File: config.mk
export PLATFORM = sky130hd
export DESIGN_NAME = sbox_share_ctrl
export DESIGN_NICKNAME = d
export VERILOG_FILES = /design/src/rtl/sbox_share_ctrl.sv
export SDC_FILE = /design/constraint.sdc
export NUM_CORES = 1
export LEC_CHECK = 0
export ABC_CLOCK_PERIOD_IN_PS = 4200
export CORE_MARGIN = 4
export CORE_UTILIZATION = 35
export DETAILED_ROUTE_END_ITERATION = 16
export SYNTH_ARGS = -nofsm -noshare
export SYNTH_HDL_FRONTEND = slang
export SYNTH_HIERARCHICAL = 1
export SYNTH_SLANG_ARGS = --single-unit
File: constraint.sdc
create_clock -name clk -period 4.2 [get_ports clk]
set_input_delay 0.42 -clock clk [delete_from_list [all_inputs] [get_ports clk]]
set_output_delay 0.42 -clock clk [all_outputs]
set_load 0.1 [all_outputs]
File: src/rtl/sbox_share_ctrl.sv
// sbox_share_ctrl: iterative SubBytes engine that time-shares one bank of
// NSBOX byte S-boxes between a 128-bit state job (SubBytes) and a 32-bit
// key-word job (SubWord). Each job is processed in NSBOX-byte chunks, one
// chunk per clock. The key word wins at chunk boundaries. After a key word
// completes, one state chunk is forced before another key word can start.
//
// Ports:
//   clk       rising-edge clock
//   rst       synchronous, active-high reset
//   st_valid  state job request
//   st_ready  state job can be accepted
//   st_in     128-bit state, byte k = bits [8k+7:8k]
//   st_out    SubBytes result, held between st_done pulses
//   st_done   one-cycle pulse, st_out updated this cycle
//   kw_valid  key-word job request
//   kw_ready  key-word job can be accepted
//   kw_in     32-bit key word, byte k = bits [8k+7:8k]
//   kw_out    SubWord result, held between kw_done pulses
//   kw_done   one-cycle pulse, kw_out updated this cycle

// sbox: combinational AES forward S-box, one byte in, one byte out.
module sbox (
  input  logic [7:0] din,
  output logic [7:0] dout
);
  // Entry 0x00 occupies the top byte, so byte v sits at bit offset (255-v)*8.
  localparam logic [2047:0] SBOX_TABLE = {
    128'h637c777bf26b6fc53001672bfed7ab76,
    128'hca82c97dfa5947f0add4a2af9ca472c0,
    128'hb7fd9326363ff7cc34a5e5f171d83115,
    128'h04c723c31896059a071280e2eb27b275,
    128'h09832c1a1b6e5aa0523bd6b329e32f84,
    128'h53d100ed20fcb15b6acbbe394a4c58cf,
    128'hd0efaafb434d338545f9027f503c9fa8,
    128'h51a3408f929d38f5bcb6da2110fff3d2,
    128'hcd0c13ec5f974417c4a77e3d645d1973,
    128'h60814fdc222a908846eeb814de5e0bdb,
    128'he0323a0a4906245cc2d3ac629195e479,
    128'he7c8376d8dd54ea96c56f4ea657aae08,
    128'hba78252e1ca6b4c6e8dd741f4bbd8b8a,
    128'h703eb5664803f60e613557b986c11d9e,
    128'he1f8981169d98e949b1e87e9ce5528df,
    128'h8ca1890dbfe6426841992d0fb054bb16
  };

  // ~din equals 255-din for an 8-bit value.
  assign dout = SBOX_TABLE[{~din, 3'b000} +: 8];
endmodule

module sbox_share_ctrl #(
  parameter int NSBOX = 4
) (
  input  logic         clk,
  input  logic         rst,
  input  logic         st_valid,
  output logic         st_ready,
  input  logic [127:0] st_in,
  output logic [127:0] st_out,
  output logic         st_done,
  input  logic         kw_valid,
  output logic         kw_ready,
  input  logic [31:0]  kw_in,
  output logic [31:0]  kw_out,
  output logic         kw_done
);
  localparam int ST_CHUNKS = 16 / NSBOX;
  // With more than four S-boxes only lanes 0..3 serve the key word.
  localparam int KW_LANES  = (NSBOX < 4) ? NSBOX : 4;
  localparam int KW_CHUNKS = 4 / KW_LANES;
  localparam int STCW      = (ST_CHUNKS > 1) ? $clog2(ST_CHUNKS) : 1;
  localparam int KWCW      = (KW_CHUNKS > 1) ? $clog2(KW_CHUNKS) : 1;
  localparam logic [STCW-1:0] ST_LAST = STCW'(ST_CHUNKS - 1);
  localparam logic [KWCW-1:0] KW_LAST = KWCW'(KW_CHUNKS - 1);

  typedef enum logic [1:0] {
    IDLE,
    ST_RUN,
    KW_RUN
  } state_t;

  state_t          state_reg, state_next;
  logic            st_pending_reg, st_pending_next;
  logic            kw_pending_reg, kw_pending_next;
  logic            force_st_reg, force_st_next;
  logic [STCW-1:0] st_cnt_reg, st_cnt_next;
  logic [KWCW-1:0] kw_cnt_reg, kw_cnt_next;
  logic [127:0]    st_work_reg, st_work_next;
  logic [31:0]     kw_work_reg, kw_work_next;
  logic [127:0]    st_out_reg, st_out_next;
  logic [31:0]     kw_out_reg, kw_out_next;
  logic            st_done_reg, st_done_next;
  logic            kw_done_reg, kw_done_next;

  logic [7:0] lane_in  [NSBOX];
  logic [7:0] lane_out [NSBOX];
  logic [3:0] st_idx   [NSBOX];
  logic [1:0] kw_idx   [KW_LANES];

  logic st_accept, kw_accept, st_last, kw_last;

  assign st_ready  = !st_pending_reg && !rst;
  assign kw_ready  = !kw_pending_reg && !rst;
  assign st_accept = st_valid && st_ready;
  assign kw_accept = kw_valid && kw_ready;
  assign st_last   = (state_reg == ST_RUN) && (st_cnt_reg == ST_LAST);
  assign kw_last   = (state_reg == KW_RUN) && (kw_cnt_reg == KW_LAST);

  assign st_out  = st_out_reg;
  assign kw_out  = kw_out_reg;
  assign st_done = st_done_reg;
  assign kw_done = kw_done_reg;

  // S-box bank: lane gi handles byte (chunk*lanes + gi) of whichever job runs.
  generate
    for (genvar gi = 0; gi < NSBOX; gi++) begin : g_lane
      assign st_idx[gi] = 4'(int'(st_cnt_reg) * NSBOX + gi);
      if (gi < KW_LANES) begin : g_kw
        assign kw_idx[gi]  = 2'(int'(kw_cnt_reg) * KW_LANES + gi);
        assign lane_in[gi] = (state_reg == KW_RUN) ?
                             kw_work_reg[{kw_idx[gi], 3'b000} +: 8] :
                             st_work_reg[{st_idx[gi], 3'b000} +: 8];
      end else begin : g_st_only
        assign lane_in[gi] = st_work_reg[{st_idx[gi], 3'b000} +: 8];
      end
      sbox u_sbox (
        .din  (lane_in[gi]),
        .dout (lane_out[gi])
      );
    end
  endgenerate

  always_comb begin
    st_pending_next = st_pending_reg;
    kw_pending_next = kw_pending_reg;
    force_st_next   = force_st_reg;
    st_cnt_next     = st_cnt_reg;
    kw_cnt_next     = kw_cnt_reg;
    st_work_next    = st_work_reg;
    kw_work_next    = kw_work_reg;
    st_out_next     = st_out_reg;
    kw_out_next     = kw_out_reg;
    st_done_next    = 1'b0;
    kw_done_next    = 1'b0;
    state_next      = IDLE;

    if (state_reg == ST_RUN) begin
      for (int i = 0; i < NSBOX; i++) begin
        st_work_next[{st_idx[i], 3'b000} +: 8] = lane_out[i];
      end
      // The forced chunk after a key word has now been issued.
      force_st_next = 1'b0;
      st_cnt_next   = st_last ? '0 : st_cnt_reg + STCW'(1);
      if (st_last) begin
        st_out_next     = st_work_next;
        st_done_next    = 1'b1;
        st_pending_next = 1'b0;
      end
    end

    if (state_reg == KW_RUN) begin
      for (int i = 0; i < KW_LANES; i++) begin
        kw_work_next[{kw_idx[i], 3'b000} +: 8] = lane_out[i];
      end
      kw_cnt_next = kw_last ? '0 : kw_cnt_reg + KWCW'(1);
      if (kw_last) begin
        kw_out_next     = kw_work_next;
        kw_done_next    = 1'b1;
        kw_pending_next = 1'b0;
      end
    end

    // Acceptance only happens on an idle path, so it never collides with
    // the chunk write-back of the same path above.
    if (st_accept) begin
      st_work_next    = st_in;
      st_pending_next = 1'b1;
    end
    if (kw_accept) begin
      kw_work_next    = kw_in;
      kw_pending_next = 1'b1;
    end

    // Anti-starvation: a completing key word hands the next chunk to a
    // waiting state job, even if another key word is already queued.
    if (kw_last && st_pending_next) begin
      force_st_next = 1'b1;
    end

    // Decide next cycle's chunk from next-cycle flags so a job accepted at
    // an edge starts its first chunk in the very next cycle.
    if (kw_pending_next && !force_st_next) begin
      state_next = KW_RUN;
    end else if (st_pending_next) begin
      state_next = ST_RUN;
    end
  end

  always_ff @(posedge clk) begin
    if (rst) begin
      state_reg      <= IDLE;
      st_pending_reg <= 1'b0;
      kw_pending_reg <= 1'b0;
      force_st_reg   <= 1'b0;
      st_cnt_reg     <= '0;
      kw_cnt_reg     <= '0;
      st_work_reg    <= '0;
      kw_work_reg    <= '0;
      st_out_reg     <= '0;
      kw_out_reg     <= '0;
      st_done_reg    <= 1'b0;
      kw_done_reg    <= 1'b0;
    end else begin
      state_reg      <= state_next;
      st_pending_reg <= st_pending_next;
      kw_pending_reg <= kw_pending_next;
      force_st_reg   <= force_st_next;
      st_cnt_reg     <= st_cnt_next;
      kw_cnt_reg     <= kw_cnt_next;
      st_work_reg    <= st_work_next;
      kw_work_reg    <= kw_work_next;
      st_out_reg     <= st_out_next;
      kw_out_reg     <= kw_out_next;
      st_done_reg    <= st_done_next;
      kw_done_reg    <= kw_done_next;
    end
  end
endmodule

After elaboration in Yosys (flattened, before gate mapping)
Cells that the tools add are included.
- bitwise gates (word level): 7
- equal/unequal tests: 3
- add/sub/neg operators: 15
- reductions and logical operators: 19
- muxes and demuxes: 29
- shift-type cells: 25
- operators by type and width (cell ; number):
    2048-bit by 12-bit variable part select with 8-bit output, first input constant ; 4
    128-bit bitwise mux ; 4
    8-bit by 9-bit variable shift with 128-bit output, first input constant ; 4
    128-bit by 8-bit variable part select with 8-bit output ; 4
    8-bit by 9-bit variable part select with 128-bit output ; 4
    128-bit 2-to-1 mux ; 2
    32-bit bitwise mux ; 3
    8-bit by 7-bit variable shift with 32-bit output, first input constant ; 3
    32-bit by 6-bit variable part select with 8-bit output ; 3
    8-bit by 7-bit variable part select with 32-bit output ; 3
    32-bit 2-to-1 mux ; 2
    7-bit negator with 9-bit output ; 4
    8-bit 2-to-1 mux ; 4
    8-bit inverter ; 4
    5-bit negator with 7-bit output ; 3
    1-bit 2-to-1 mux ; 12
    4-bit by 2-bit adder with 4-bit output, second input constant ; 2
    1-bit logical AND ; 8
    2-bit OR reduction ; 3
    1-bit by 1-bit adder with 2-bit output, both inputs constant ; 2
    4-bit by 1-bit adder with 4-bit output, second input constant ; 1
    2-bit == test, second input constant ; 2
    1-bit logical NOT ; 4
    2-bit 2-to-1 mux ; 2
    other kinds (7) ; 11
- register bits after elaboration: 330
- logic and storage cells: 111
- output and inout bits: 164
- bits of input ports: 164

Longest topological paths before layout
- depth after elaboration: 11
- depth in mapped cells: 19
- gate-level depth less buffers: 13

By module
Netlist, hierarchy kept.
- modules (own cells, without submodules) (module ; area an instance (um^2) ; times used ; cells each ; seq. area each (um^2)):
    sbox_share_ctrl ; 15859.0 ; 1 ; 1706 ; 6446.2
    sbox (g_lane[2].u_sbox ...) ; 3533.4 ; 2 ; 550 ; 0.0
    sbox (g_lane[0].u_sbox ...) ; 3457.1 ; 2 ; 551 ; 0.0

Worst setup path after synthesis
Ideal clock, no wire load.
- kind: register to register
- start: register st_cnt_reg[1]
- end: register st_work_reg[14]
- path slack: -0.225 ns
- clock period less this slack: 4.425 ns
- path buffers: 5
- stages on the path, launching flop included: 19
- arrival: 4.351 ns
- library setup time: 0.074 ns
- data required time: 4.126 ns
- path through: dfxtp_1 > buf_4 > buf_6 > mux4_2 > mux2_2 > buf_2 > inv_1 > ha_1 > clkbuf_1 > nor2b_1 > buf_2 > nor2_1 > a211o_1 > a21oi_1 > a2111oi_0 > nor4_1 > and4bb_2 > o211ai_2 > a31oi_1
- RTL lines (element ; RTL line ; RTL):
    start, declared ; 85 ; logic [STCW-1:0] st_cnt_reg, st_cnt_next;
    start signal, assigned ; 217 ; st_cnt_reg <= st_cnt_next;
    end signal, assigned ; 219 ; st_work_reg <= st_work_next;
    end, declared ; 87 ; logic [127:0] st_work_reg, st_work_next;

==> impl_metrics.json <==
{
  "row_count": 106,
  "post-synth-top-count-cell": "a21oi_1",
  "wl_per_cell_um": 30.14,
  "synth.avg_cell_area_um2": 7.636,
  "tightest_slew_ns": 1.210,
  "post-place-ws_ns": -0.3195,
  "drt_iter0_drc": 3658,
  "grt_start_max_net_pins": 109,
  "syn2layout_area_growth_pct": 38.81,
  "utilization": 0.4926,
  "start_util": 0.3549,
  "setup_viol": 0,
  "postRouteWirelength_um": 175300,
  "p_leak_nw": 15.61,
  "synth_cell_types": 105,
  "detail-route-antenna-nets": 0,
  "track_usage": 0.3717,
  "async_reset_ff_frac": 0,
  "hp-start": "rst",
  "tns_ns": 0,
  "cts_tree": "done",
  "cts_max_level": 2,
  "ys_top_cells_by_area": "dfxtp_1 22%, a21oi_1 5.6%, o21ai_0 4.3%, mux4_2 4.1%, nor2_1 4.0%",
  "fin_area_mm2": 0.04142,
  "critPathLaunchType": "flip-flop",
  "relSlewSlack": 0.1824,
  "arrival_ns": 4.59,
  "synth_seq_area_share": 0.2160,
  "drt_first_pass_iters": 6,
  "dp_cells": 5713,
  "fin_cells": 5818,
  "syn_nets": 4138,
  "max_freq_mhz": 240.0,
  "syn_area_mm2": 0.02984,
  "clock_skew_ns": 0.02982,
  "ir_worst_vdd_mv": 0.3465,
  "vias_per_cell": 6.286,
  "r2r_end": "st_out[21]",
  "synth_top_area_frac": 0.2160,
  "hold_buffers": 0,
  "hold_depth": 2,
  "post-route-min-period_ns": 4.167,
  "clk_pin_slew_worst_paths_ns": 0.06,
  "dieHeight_um": 300.0,
  "grt.overflow.total": 0,
  "grt_pass1_vias": 34783,
  "ios": 328,
  "finalPower_mw": 18.77,
  "hold_violations": 0,
  "ff2ff_path_depth": 16,
  "synth_enable_flop_cells": 0,
  "synthFlopType": "dfxtp_1",
  "clk_latency_ns": 0.57,
  "hp-class": "in2reg",
  "cts_root_buf": "clkbuf_16",
  "rrSetupSlack_ns": 0.03,
  "critical_path_class": "reg2reg",
  "antenna_found_initial": 11,
  "layout.nets": 4888,
  "maxSlewViolCount": 0,
  "outcome": "finished clean",
  "dp_hpwl_um": 133900,
  "gp_congestion": 1.048,
  "design.core.area_mm2": 0.08409,
  "synthCells": 3908,
  "synthTopCellsByCount": "333 x a21oi_1, 322 x dfxtp_1, 319 x nor2_1",
  "dieArea_mm2": 0.08999,
  "dpl-instance-area_mm2": 0.03901,
  "fin_crit_sh": 0.9922,
  "drive_gt1_frac": 0.2818,
  "hold_end": "kw_out[14]",
  "yosysTopAreaCell": "dfxtp_1",
  "setup_ws_ns": 0.03267,
  "clkSinkCount": 322,
  "num_vias": 36574,
  "grt_pass1_wl_um": 250900,
  "holdWs_ns": 0.2259,
  "die_w_um": 300.0,
  "drc": 0,
  "cellPowerDensity_mw_per_mm2": 453.2,
  "ys_warn_count": 6,
  "cp-end-kind": "flip-flop",
  "required_ns": 4.62,
  "reg2reg_from": "st_cnt_reg[1]",
  "grt_setup_unrepaired": "yes",
  "critPathMaxFanout": 26,
  "synth.ff_latch_count": 322,
  "cap_viol_max_count": 0,
  "clockBufferDepth": 3,
  "port-buffer-count": 319,
  "cts_buffers": 40
}
[routing by layer]
metal  wire (um)  track usage  vias up
met5          27            0        -
met4        7751       0.1386        4
met3       18090      0.08499      365
met2       74740       0.5594     2041
met1       74740       0.5178    17876
li1            -            -    16288
[worst max-delay path, stage by stage, from the launching register on]
cell,delay (ns)
dfxtp_4,0.40
buf_12,0.13
buf_8,0.15
buf_6,0.14
mux4_2,0.60
mux2_4,0.34
buf_12,0.18
buf_4,0.17
nor2b_1,0.27
a221oi_1,0.14
o311ai_1,0.39
a311oi_2,0.20
buf_4,0.20
and4bb_2,0.26
nor2_4,0.20
buf_4,0.15
o2bb2ai_1,0.05
[final cells by class]
cell class,count,area (um^2)
fillers,8492,42660
multi-input cells,3063,21410
repair buffers,1176,10670
flip-flops and latches,322,6454
well taps,1134,1419
clock buffers,52,1117
inverters,55,215.2
clock inverters,13,131.4
diodes,3,7.507
[kinds of logic after synthesis]
family | count (synthesis) | share of synthesized area
buffers and inverters | 525 | 0.09426
multiplexers | 120 | 0.06457
AND/OR/NAND/NOR | 1368 | 0.2459
adder cells (fa/ha/maj) | 66 | 0.02767
AO/OA/AOI/OAI | 1501 | 0.3498
flip-flops | 322 | 0.2160
XOR/XNOR | 6 | 0.001761
[repair_timing]
item	in CTS	in global routing
setup endpoints to repair	139	174
resized for setup	47	152
gates cloned	2	2
pin swaps	9	59
setup buffers	8	25
[where the power goes]
part	total (mW)	switching [mW]	internal, mW	leakage (nW)
clock network	3.44	1.45	1.99	0.613
registers	3.39	0.152	3.24	2.62
logic	11.9	7.03	4.91	12.4
total	18.8	8.63	10.1	15.6
[how the worst max path moves through the flow]
stage / startpoint / endpoint / slack, ns / depth (start not counted)
CTS: st_cnt_reg[1] / st_out[21] / -0.004 / 18
detailed placement: st_cnt_reg[1] / st_out[21] / -0.32 / 15
finish: st_cnt_reg[1] / st_out[21] / 0.03 / 16
global route: st_cnt_reg[1] / st_work_reg[15] / -0.04 / 21
global placement: st_cnt_reg[1] / st_out[21] / -0.35 / 15
floorplan: st_cnt_reg[1] / st_work_reg[10] / -0.009 / 17
[layout by cell type, fill, tap and decap left out, types with 60 or more instances in the layout]
cell,count
nor3_1,60
dfxtp_1,320
a21oi_1,324
nand2b_1,73
nor2b_1,169
buf_12,76
nand2_1,275
clkdlybuf4s50_1,316
buf_4,764
o2bb2ai_1,110
o211ai_1,76
nor2_1,309
nand3_1,186
o21ai_0,240
a31oi_1,151
Power figures use the tool's default switching activity.
